File: config.mk
export PLATFORM = sky130hd
export DESIGN_NAME = cpu_axi_master_flat
export DESIGN_NICKNAME = d
export VERILOG_FILES = /design/src/rtl/cpu_axi_pkg.sv /design/src/rtl/cpu_axi_if.sv /design/src/rtl/cpu_axi_master.sv /design/src/flat_wrapper.sv
export SDC_FILE = /design/constraint.sdc
export NUM_CORES = 1
export LEC_CHECK = 0
export CAP_MARGIN = 20
export CORE_MARGIN = 4
export CORE_UTILIZATION = 35
export DETAILED_ROUTE_END_ITERATION = 8
export PLACE_DENSITY = 0.79
export SLEW_MARGIN = 0
export SYNTH_ARGS = -nofsm -noshare
export SYNTH_HDL_FRONTEND = slang
export SYNTH_SLANG_ARGS = --single-unit
export TNS_END_PERCENT = 50
File: constraint.sdc
create_clock -name ACLK -period 1.6 [get_ports ACLK]
set_input_delay 0.32 -clock ACLK [delete_from_list [all_inputs] [get_ports ACLK]]
set_output_delay 0.32 -clock ACLK [all_outputs]
set_load 0.02 [all_outputs]
File: src/rtl/cpu_axi_pkg.sv
// Shared definitions for the CPU-to-AXI master bridge: bus widths,
// fixed AXI field encodings and the bridge FSM state type.
package cpu_axi_pkg;

    localparam int AXI_ID_BITS    = 4;
    localparam int AXI_ADDR_BITS  = 32;
    localparam int AXI_DATA_BITS  = 32;
    localparam int AXI_STRB_BITS  = AXI_DATA_BITS / 8;
    localparam int AXI_LEN_BITS   = 4;
    localparam int AXI_SIZE_BITS  = 3;
    localparam int AXI_BURST_BITS = 2;
    localparam int AXI_RESP_BITS  = 2;

    localparam logic [AXI_BURST_BITS-1:0] BURST_INCR = 2'b01;
    localparam logic [AXI_SIZE_BITS-1:0]  SIZE_WORD  = 3'b010;
    localparam logic [AXI_RESP_BITS-1:0]  RESP_OKAY  = 2'b00;

    typedef enum logic [2:0] {
        IDLE    = 3'd0,
        RD_ADDR = 3'd1,
        RD_DATA = 3'd2,
        WR_REQ  = 3'd3,
        WR_RESP = 3'd4
    } axi_m_state_e;

endpackage

File: src/rtl/cpu_axi_if.sv
// AXI bus seen by one CPU master port. Handshake rule on every channel:
// a transfer happens on a rising edge where VALID and READY are both 1;
// the source holds VALID and its payload stable until that edge.
interface cpu_axi_if;
    import cpu_axi_pkg::*;

    // read address channel
    logic [AXI_ID_BITS-1:0]    ARID_M;
    logic [AXI_ADDR_BITS-1:0]  ARADDR_M;
    logic [AXI_LEN_BITS-1:0]   ARLEN_M;
    logic [AXI_SIZE_BITS-1:0]  ARSIZE_M;
    logic [AXI_BURST_BITS-1:0] ARBURST_M;
    logic                      ARVALID_M;
    logic                      ARREADY_M;
    // read data channel
    logic [AXI_ID_BITS-1:0]    RID_M;
    logic [AXI_DATA_BITS-1:0]  RDATA_M;
    logic [AXI_RESP_BITS-1:0]  RRESP_M;
    logic                      RLAST_M;
    logic                      RVALID_M;
    logic                      RREADY_M;
    // write address channel
    logic [AXI_ID_BITS-1:0]    AWID_M;
    logic [AXI_ADDR_BITS-1:0]  AWADDR_M;
    logic [AXI_LEN_BITS-1:0]   AWLEN_M;
    logic [AXI_SIZE_BITS-1:0]  AWSIZE_M;
    logic [AXI_BURST_BITS-1:0] AWBURST_M;
    logic                      AWVALID_M;
    logic                      AWREADY_M;
    // write data channel
    logic [AXI_DATA_BITS-1:0]  WDATA_M;
    logic [AXI_STRB_BITS-1:0]  WSTRB_M;
    logic                      WLAST_M;
    logic                      WVALID_M;
    logic                      WREADY_M;
    // write response channel
    logic [AXI_ID_BITS-1:0]    BID_M;
    logic [AXI_RESP_BITS-1:0]  BRESP_M;
    logic                      BVALID_M;
    logic                      BREADY_M;

    modport master (
        output ARID_M, ARADDR_M, ARLEN_M, ARSIZE_M, ARBURST_M, ARVALID_M,
        input  ARREADY_M,
        input  RID_M, RDATA_M, RRESP_M, RLAST_M, RVALID_M,
        output RREADY_M,
        output AWID_M, AWADDR_M, AWLEN_M, AWSIZE_M, AWBURST_M, AWVALID_M,
        input  AWREADY_M,
        output WDATA_M, WSTRB_M, WLAST_M, WVALID_M,
        input  WREADY_M,
        input  BID_M, BRESP_M, BVALID_M,
        output BREADY_M
    );

    modport slave (
        input  ARID_M, ARADDR_M, ARLEN_M, ARSIZE_M, ARBURST_M, ARVALID_M,
        output ARREADY_M,
        output RID_M, RDATA_M, RRESP_M, RLAST_M, RVALID_M,
        input  RREADY_M,
        input  AWID_M, AWADDR_M, AWLEN_M, AWSIZE_M, AWBURST_M, AWVALID_M,
        output AWREADY_M,
        input  WDATA_M, WSTRB_M, WLAST_M, WVALID_M,
        output WREADY_M,
        output BID_M, BRESP_M, BVALID_M,
        input  BREADY_M
    );

endinterface

File: src/rtl/cpu_axi_master.sv
// Turns each accepted CPU memory request into one single-beat AXI read
// or write and reports completion, read data and errors back to the CPU.
module cpu_axi_master
    import cpu_axi_pkg::*;
#(
    parameter logic [AXI_ID_BITS-1:0] MASTER_ID = 4'd0
) (
    input  logic                     ACLK,
    input  logic                     ARESET,
    input  logic                     mem_req,
    input  logic                     mem_we,
    input  logic [AXI_ADDR_BITS-1:0] mem_addr,
    input  logic [AXI_DATA_BITS-1:0] mem_wdata,
    input  logic [AXI_STRB_BITS-1:0] mem_wstrb,
    output logic                     mem_ready,
    output logic                     mem_done,
    output logic [AXI_DATA_BITS-1:0] mem_rdata,
    output logic                     mem_err,
    output axi_m_state_e             state,
    cpu_axi_if.master                axi
);

    axi_m_state_e              state_next;
    logic [AXI_ADDR_BITS-1:0]  addr_q;
    logic [AXI_DATA_BITS-1:0]  wdata_q;
    logic [AXI_STRB_BITS-1:0]  wstrb_q;
    logic                      we_q;
    logic                      aw_done;
    logic                      w_done;
    logic                      first_beat;
    logic                      err_q;
    logic                      accept;
    logic                      aw_hs;
    logic                      w_hs;

    // The completion pulse cycle is not idle even though the FSM is back in IDLE.
    assign mem_ready = (state == IDLE) && !mem_done;
    assign accept    = mem_req && mem_ready;
    assign aw_hs     = axi.AWVALID_M && axi.AWREADY_M;
    assign w_hs      = axi.WVALID_M && axi.WREADY_M;

    // Fixed single-beat word transfer fields; payload comes from captured registers.
    assign axi.ARID_M    = MASTER_ID;
    assign axi.ARADDR_M  = addr_q;
    assign axi.ARLEN_M   = '0;
    assign axi.ARSIZE_M  = SIZE_WORD;
    assign axi.ARBURST_M = BURST_INCR;
    assign axi.AWID_M    = MASTER_ID;
    assign axi.AWADDR_M  = addr_q;
    assign axi.AWLEN_M   = '0;
    assign axi.AWSIZE_M  = SIZE_WORD;
    assign axi.AWBURST_M = BURST_INCR;
    assign axi.WDATA_M   = wdata_q;
    assign axi.WSTRB_M   = wstrb_q;
    assign axi.WLAST_M   = 1'b1;

    // Channel handshake outputs decoded from registered state only.
    assign axi.ARVALID_M = (state == RD_ADDR);
    assign axi.RREADY_M  = (state == RD_DATA);
    assign axi.AWVALID_M = (state == WR_REQ) && !aw_done;
    assign axi.WVALID_M  = (state == WR_REQ) && !w_done;
    assign axi.BREADY_M  = (state == WR_RESP);

    // State register.
    always_ff @(posedge ACLK) begin
        if (ARESET) state <= IDLE;
        else        state <= state_next;
    end

    // Next-state decode.
    always_comb begin
        state_next = state;
        case (state)
            IDLE:    if (accept) state_next = mem_we ? WR_REQ : RD_ADDR;
            RD_ADDR: if (axi.ARREADY_M) state_next = RD_DATA;
            RD_DATA: if (axi.RVALID_M && axi.RLAST_M) state_next = IDLE;
            WR_REQ:  if ((aw_done || aw_hs) && (w_done || w_hs)) state_next = WR_RESP;
            WR_RESP: if (axi.BVALID_M) state_next = IDLE;
            default: state_next = IDLE;
        endcase
    end

    // Request capture, per-channel write tracking, read data and error/completion pulses.
    always_ff @(posedge ACLK) begin
        if (ARESET) begin
            addr_q     <= '0;
            wdata_q    <= '0;
            wstrb_q    <= '0;
            we_q       <= 1'b0;
            aw_done    <= 1'b0;
            w_done     <= 1'b0;
            first_beat <= 1'b0;
            err_q      <= 1'b0;
            mem_rdata  <= '0;
            mem_done   <= 1'b0;
            mem_err    <= 1'b0;
        end else begin
            mem_done <= 1'b0;
            mem_err  <= 1'b0;
            case (state)
                IDLE: begin
                    if (accept) begin
                        addr_q     <= mem_addr;
                        wdata_q    <= mem_wdata;
                        wstrb_q    <= mem_wstrb;
                        we_q       <= mem_we;
                        aw_done    <= 1'b0;
                        w_done     <= 1'b0;
                        first_beat <= 1'b1;
                        err_q      <= 1'b0;
                    end
                end
                RD_DATA: begin
                    if (axi.RVALID_M) begin
                        first_beat <= 1'b0;
                        if (first_beat) mem_rdata <= axi.RDATA_M;
                        if (axi.RLAST_M) begin
                            mem_done <= 1'b1;
                            mem_err  <= err_q || (first_beat && (axi.RRESP_M != RESP_OKAY));
                        end else begin
                            // A multi-beat reply to a single-beat request is malformed.
                            err_q <= 1'b1;
                        end
                    end
                end
                WR_REQ: begin
                    if (aw_hs) aw_done <= 1'b1;
                    if (w_hs)  w_done  <= 1'b1;
                end
                WR_RESP: begin
                    if (axi.BVALID_M) begin
                        mem_done <= 1'b1;
                        mem_err  <= err_q || (axi.BRESP_M != RESP_OKAY);
                    end
                end
                default: ;
            endcase
        end
    end

endmodule

File: src/flat_wrapper.sv
// flat-port wrapper written by rule: the top's interface ports become plain ports
module cpu_axi_master_flat import cpu_axi_pkg::*;
#(
    parameter logic [AXI_ID_BITS-1:0] MASTER_ID = 4'd0
)
  (ACLK, ARESET, mem_req, mem_we, mem_addr, mem_wdata, mem_wstrb, mem_ready, mem_done, mem_rdata, mem_err, state, axi_ARID_M, axi_ARADDR_M, axi_ARLEN_M, axi_ARSIZE_M, axi_ARBURST_M, axi_ARVALID_M, axi_ARREADY_M, axi_RID_M, axi_RDATA_M, axi_RRESP_M, axi_RLAST_M, axi_RVALID_M, axi_RREADY_M, axi_AWID_M, axi_AWADDR_M, axi_AWLEN_M, axi_AWSIZE_M, axi_AWBURST_M, axi_AWVALID_M, axi_AWREADY_M, axi_WDATA_M, axi_WSTRB_M, axi_WLAST_M, axi_WVALID_M, axi_WREADY_M, axi_BID_M, axi_BRESP_M, axi_BVALID_M, axi_BREADY_M);
  cpu_axi_if axi_i ();
  input  logic ACLK;
  input  logic ARESET;
  input  logic mem_req;
  input  logic mem_we;
  input  logic [AXI_ADDR_BITS-1:0] mem_addr;
  input  logic [AXI_DATA_BITS-1:0] mem_wdata;
  input  logic [AXI_STRB_BITS-1:0] mem_wstrb;
  output logic mem_ready;
  output logic mem_done;
  output logic [AXI_DATA_BITS-1:0] mem_rdata;
  output logic mem_err;
  output axi_m_state_e state;
  output wire logic [$bits(axi_i.ARID_M)-1:0] axi_ARID_M;
  output wire logic [$bits(axi_i.ARADDR_M)-1:0] axi_ARADDR_M;
  output wire logic [$bits(axi_i.ARLEN_M)-1:0] axi_ARLEN_M;
  output wire logic [$bits(axi_i.ARSIZE_M)-1:0] axi_ARSIZE_M;
  output wire logic [$bits(axi_i.ARBURST_M)-1:0] axi_ARBURST_M;
  output wire logic [$bits(axi_i.ARVALID_M)-1:0] axi_ARVALID_M;
  input wire logic [$bits(axi_i.ARREADY_M)-1:0] axi_ARREADY_M;
  input wire logic [$bits(axi_i.RID_M)-1:0] axi_RID_M;
  input wire logic [$bits(axi_i.RDATA_M)-1:0] axi_RDATA_M;
  input wire logic [$bits(axi_i.RRESP_M)-1:0] axi_RRESP_M;
  input wire logic [$bits(axi_i.RLAST_M)-1:0] axi_RLAST_M;
  input wire logic [$bits(axi_i.RVALID_M)-1:0] axi_RVALID_M;
  output wire logic [$bits(axi_i.RREADY_M)-1:0] axi_RREADY_M;
  output wire logic [$bits(axi_i.AWID_M)-1:0] axi_AWID_M;
  output wire logic [$bits(axi_i.AWADDR_M)-1:0] axi_AWADDR_M;
  output wire logic [$bits(axi_i.AWLEN_M)-1:0] axi_AWLEN_M;
  output wire logic [$bits(axi_i.AWSIZE_M)-1:0] axi_AWSIZE_M;
  output wire logic [$bits(axi_i.AWBURST_M)-1:0] axi_AWBURST_M;
  output wire logic [$bits(axi_i.AWVALID_M)-1:0] axi_AWVALID_M;
  input wire logic [$bits(axi_i.AWREADY_M)-1:0] axi_AWREADY_M;
  output wire logic [$bits(axi_i.WDATA_M)-1:0] axi_WDATA_M;
  output wire logic [$bits(axi_i.WSTRB_M)-1:0] axi_WSTRB_M;
  output wire logic [$bits(axi_i.WLAST_M)-1:0] axi_WLAST_M;
  output wire logic [$bits(axi_i.WVALID_M)-1:0] axi_WVALID_M;
  input wire logic [$bits(axi_i.WREADY_M)-1:0] axi_WREADY_M;
  input wire logic [$bits(axi_i.BID_M)-1:0] axi_BID_M;
  input wire logic [$bits(axi_i.BRESP_M)-1:0] axi_BRESP_M;
  input wire logic [$bits(axi_i.BVALID_M)-1:0] axi_BVALID_M;
  output wire logic [$bits(axi_i.BREADY_M)-1:0] axi_BREADY_M;
  assign axi_ARID_M = axi_i.ARID_M;
  assign axi_ARADDR_M = axi_i.ARADDR_M;
  assign axi_ARLEN_M = axi_i.ARLEN_M;
  assign axi_ARSIZE_M = axi_i.ARSIZE_M;
  assign axi_ARBURST_M = axi_i.ARBURST_M;
  assign axi_ARVALID_M = axi_i.ARVALID_M;
  assign axi_i.ARREADY_M = axi_ARREADY_M;
  assign axi_i.RID_M = axi_RID_M;
  assign axi_i.RDATA_M = axi_RDATA_M;
  assign axi_i.RRESP_M = axi_RRESP_M;
  assign axi_i.RLAST_M = axi_RLAST_M;
  assign axi_i.RVALID_M = axi_RVALID_M;
  assign axi_RREADY_M = axi_i.RREADY_M;
  assign axi_AWID_M = axi_i.AWID_M;
  assign axi_AWADDR_M = axi_i.AWADDR_M;
  assign axi_AWLEN_M = axi_i.AWLEN_M;
  assign axi_AWSIZE_M = axi_i.AWSIZE_M;
  assign axi_AWBURST_M = axi_i.AWBURST_M;
  assign axi_AWVALID_M = axi_i.AWVALID_M;
  assign axi_i.AWREADY_M = axi_AWREADY_M;
  assign axi_WDATA_M = axi_i.WDATA_M;
  assign axi_WSTRB_M = axi_i.WSTRB_M;
  assign axi_WLAST_M = axi_i.WLAST_M;
  assign axi_WVALID_M = axi_i.WVALID_M;
  assign axi_i.WREADY_M = axi_WREADY_M;
  assign axi_i.BID_M = axi_BID_M;
  assign axi_i.BRESP_M = axi_BRESP_M;
  assign axi_i.BVALID_M = axi_BVALID_M;
  assign axi_BREADY_M = axi_i.BREADY_M;
  cpu_axi_master #(.MASTER_ID(MASTER_ID)) u_core (.ACLK(ACLK), .ARESET(ARESET), .mem_req(mem_req), .mem_we(mem_we), .mem_addr(mem_addr), .mem_wdata(mem_wdata), .mem_wstrb(mem_wstrb), .mem_ready(mem_ready), .mem_done(mem_done), .mem_rdata(mem_rdata), .mem_err(mem_err), .state(state), .axi(axi_i));
endmodule
==> impl_metrics.py <==
metrics = {
    "outcome": {
        "run_status": "complete, but fails checks",
        "failing_checks": "negative setup slack",
    },
    "placement": {
        "place.detailed.hpwl_um": 10100,
        "postPlaceCellArea_mm2": 0.00687,
        "dp_slack_ns": -0.155,
        "io_buffer_count": 256,
        "routabilityCongestion": 0.762,
        "post-place-cells": 931,
    },
    "layout": {
        "multi_input_area_mm2": 0.00175,
        "final_design_area_no_fill_mm2": 0.00732,
        "final_util": 0.602,
        "fillerInstances": 1149,
        "antenna-diode-count": 0,
        "seq_area_mm2": 0.00219,
        "mostFrequentLayoutCells": "205 x sky130_fd_sc_hd__nand2_1, 136 x sky130_fd_sc_hd__dlygate4sd2_1, 112 x sky130_fd_sc_hd__clkdlybuf4s50_1, 106 x sky130_fd_sc_hd__dfxtp_1, 88 x sky130_fd_sc_hd__a21oi_1",
        "drive_above_1_share": 0.106,
        "post_layout_nonfiller_instances": 957,
        "final_common_cell": "sky130_fd_sc_hd__nand2_1",
        "design.final.nets": 906,
        "area_growth_syn_to_layout_pct": 66.1,
    },
    "worst_setup_path": {
        "timing.critical_path.to": "axi_AWVALID_M",
        "end_kind": "output port",
        "worstPathRequired_ns": 1.28,
        "critical_path.max_fanout": 4,
        "arrival_time_at_the_worst_endpoint_ns": 1.34,
        "timing.rr.end": "u_core.axi.WDATA_M[2]",
        "criticalPathCategory": "flip-flop to output port",
        "setup_crit_start_kind": "flip-flop",
        "regToRegStartpoint": "u_core.state[2]",
        "regToRegSetupSlack_ns": -0.01,
        "reg2regPathDepth": 7,
        "cp-startpoint": "u_core.state[2]",
    },
    "drt": {
        "route.detailed.drc": 0,
        "wl_um": 14200,
        "detail_route.vias_per_cell": 4.50,
        "drt_iter0_drc": 183,
        "drt-wirelength-per-cell_um": 14.9,
        "drtPass1Iterations": 4,
        "via_count": 4307,
        "route.antenna.remaining_nets": 0,
    },
    "timing": {
        "finalSetupViolations": 8,
        "final-hold-violation-count": 0,
        "final.period_utilization": 1.04,
        "setup-tns-final_ns": -0.105,
        "clock-skew-final_ns": 0.00571,
        "maxSlewViolCount": 0,
        "timing.fmax_ghz": 0.603,
        "hold-worst-slack_ns": 0.327,
        "period_needed_ns": 1.66,
        "finalWorstSetupSlack_ns": -0.0589,
        "grt_setup_unrepaired": "yes",
    },
    "global_routing": {
        "grt_pass1_wl_um": 20100,
        "globalRoute.totalOverflow": 0,
        "globalRouteTotalUtil": 0.175,
        "grt_start_max_net_pins": 57,
        "antenna_found_initial": 0,
        "vias_in_the_first_global_route": 3971,
    },
    "synth": {
        "synth_top_area_frac": 0.495,
        "synth_cells": 557,
        "number_of_synthesis_warnings": 0,
        "synth_top_cell_by_area": "sky130_fd_sc_hd__dfxtp_1",
        "ys_seq_elements": 109,
        "postSynthAreaPerCell_um2": 7.91,
        "post_synth_instance_area_mm2": 0.00441,
        "synth_sequential_area_ratio": 0.495,
        "synth_cell_types": 28,
        "synth_top_cells_by_area": "sky130_fd_sc_hd__dfxtp_1 50%, sky130_fd_sc_hd__nand2_1 17%, sky130_fd_sc_hd__a21oi_1 12%",
    },
    "floorplanning": {
        "design.die.area_mm2": 0.0145,
        "num_rows": 40,
        "die_width_um": 120,
        "pin_count": 292,
        "initial_cell_density_of_the_core": 0.362,
        "die_h_um": 120,
        "core_ar_mm2": 0.0122,
    },
    "clock_network": {
        "ctsHtreeMaxLevel": 3,
        "worstSkewPairLatency_ns": 0.34,
        "clkSinkCount": 109,
        "clock_tree.root_cell": "sky130_fd_sc_hd__clkbuf_16",
        "cts_bufs_inserted": 9,
        "clock_path_buffers": 2,
        "tritoncts": "yes",
        "clkSlewWorstSetupHoldPaths_ns": 0.07,
        "cts-hold-fix-buffers": 0,
    },
    "power": {
        "cellLeakagePower_nw": 3.35,
        "worst_ir_drop_on_vdd_v": 0.000649,
        "design_power_total_mw": 8.37,
        "pwr_density_cell_mw_per_mm2": 1140,
    },
    "min_path": {
        "worst_hold_startpoint": "ARESET",
        "min-delay-path-class": "input pin to flip-flop",
    },
    "job": {
        "maxCapViolCount": 0,
    },
}
==> power breakdown <==
part	internal (mW)	switching (mW)	total (mW)
logic	1.28	1.53	2.81
clock network	1.42	1.00	2.42
registers	2.98	0.153	3.14
==> kinds of logic (layout without fill, tap and decap cells) <==
family	after synthesis	in the layout	synth area share
compound gates	114	114	0.134
buf+inv	99	306	0.154
flops	109	109	0.495
mux	1	1	0.00227
other cells	2	27	0.00170
simple gates	232	232	0.213
==> per-layer routing <==
layer	wire length [um]	vias to the layer above	track usage
met4	196	0	0.0609
met3	1350	12	0.0613
li1	-	2157	-
met5	0	-	0
met2	7190	173	0.310
met1	5500	1965	0.195
==> flip-flops by register name, summed over array words and instances, names as in the netlist <==
signal               cells
u_core.axi.WDATA_M      32
u_core.first_beat        1
u_core.axi.WSTRB_M       4
u_core.state             3
u_core.aw_done           1
u_core.mem_err           1
u_core.err_q             1
u_core.mem_rdata        32
u_core.axi.ARADDR_M     32
u_core.mem_done          1
u_core.w_done            1
==> worst max-delay path: stages (launching register included) <==
cell and delay (ns):
sky130_fd_sc_hd__dfxtp_2 0.33, sky130_fd_sc_hd__buf_6 0.12, sky130_fd_sc_hd__nand3b_1 0.20, sky130_fd_sc_hd__buf_6 0.15
sky130_fd_sc_hd__nor2_4 0.07, sky130_fd_sc_hd__buf_6 0.12
==> synthesized netlist by cell type <==
cell type	count
sky130_fd_sc_hd__o221ai_1	1
sky130_fd_sc_hd__nand2b_1	5
sky130_fd_sc_hd__and4bb_1	1
sky130_fd_sc_hd__inv_1	2
sky130_fd_sc_hd__buf_2	13
sky130_fd_sc_hd__a21oi_1	106
sky130_fd_sc_hd__o211a_1	1
sky130_fd_sc_hd__dfxtp_1	109
sky130_fd_sc_hd__a31oi_1	1
sky130_fd_sc_hd__nand3b_1	1
sky130_fd_sc_hd__and3b_1	1
sky130_fd_sc_hd__o31a_1	1
sky130_fd_sc_hd__a211oi_1	1
sky130_fd_sc_hd__conb_1	2
sky130_fd_sc_hd__buf_6	9
sky130_fd_sc_hd__nor2b_1	2
sky130_fd_sc_hd__o22ai_1	2
sky130_fd_sc_hd__o21ai_0	1
sky130_fd_sc_hd__and2_1	1
sky130_fd_sc_hd__nor2_1	7
sky130_fd_sc_hd__clkbuf_1	15
sky130_fd_sc_hd__or4_1	1
sky130_fd_sc_hd__nand2_1	205
sky130_fd_sc_hd__nor3b_1	4
sky130_fd_sc_hd__or3_4	1
sky130_fd_sc_hd__buf_4	60
sky130_fd_sc_hd__mux2i_1	1
sky130_fd_sc_hd__nor3_1	3
==> repair_timing <==
action                                  CTS  global route
cloned                                    0             6
setup buffers                             1             3
endpoints found under the setup margin  144            65
pin swaps                                 1             0
gates resized for setup                 170            34
==> final cells by class <==
class | count | area share
clock inverter | 5 | 0.0111
sequential | 109 | 0.299
multi-input combinational | 374 | 0.239
timing repair buffer | 288 | 0.388
inverter | 2 | 0.00103
tap | 168 | 0.0287
clock buffer | 11 | 0.0332
==> how the worst min path moves through the flow <==
stage / end / slack (ns) / cells past startpoint
6_report: u_core.state[1] / 0.33 / 3
2_1_floorplan: u_core.mem_err / 0.45 / 1
3_3_place_gp: u_core.mem_rdata[27] / 0.44 / 2
5_1_grt: u_core.state[1] / 0.33 / 3
3_5_place_dp: u_core.axi.WDATA_M[7] / 0.45 / 2
4_1_cts: u_core.state[1] / 0.31 / 3
(Power assumes the default switching activity.)
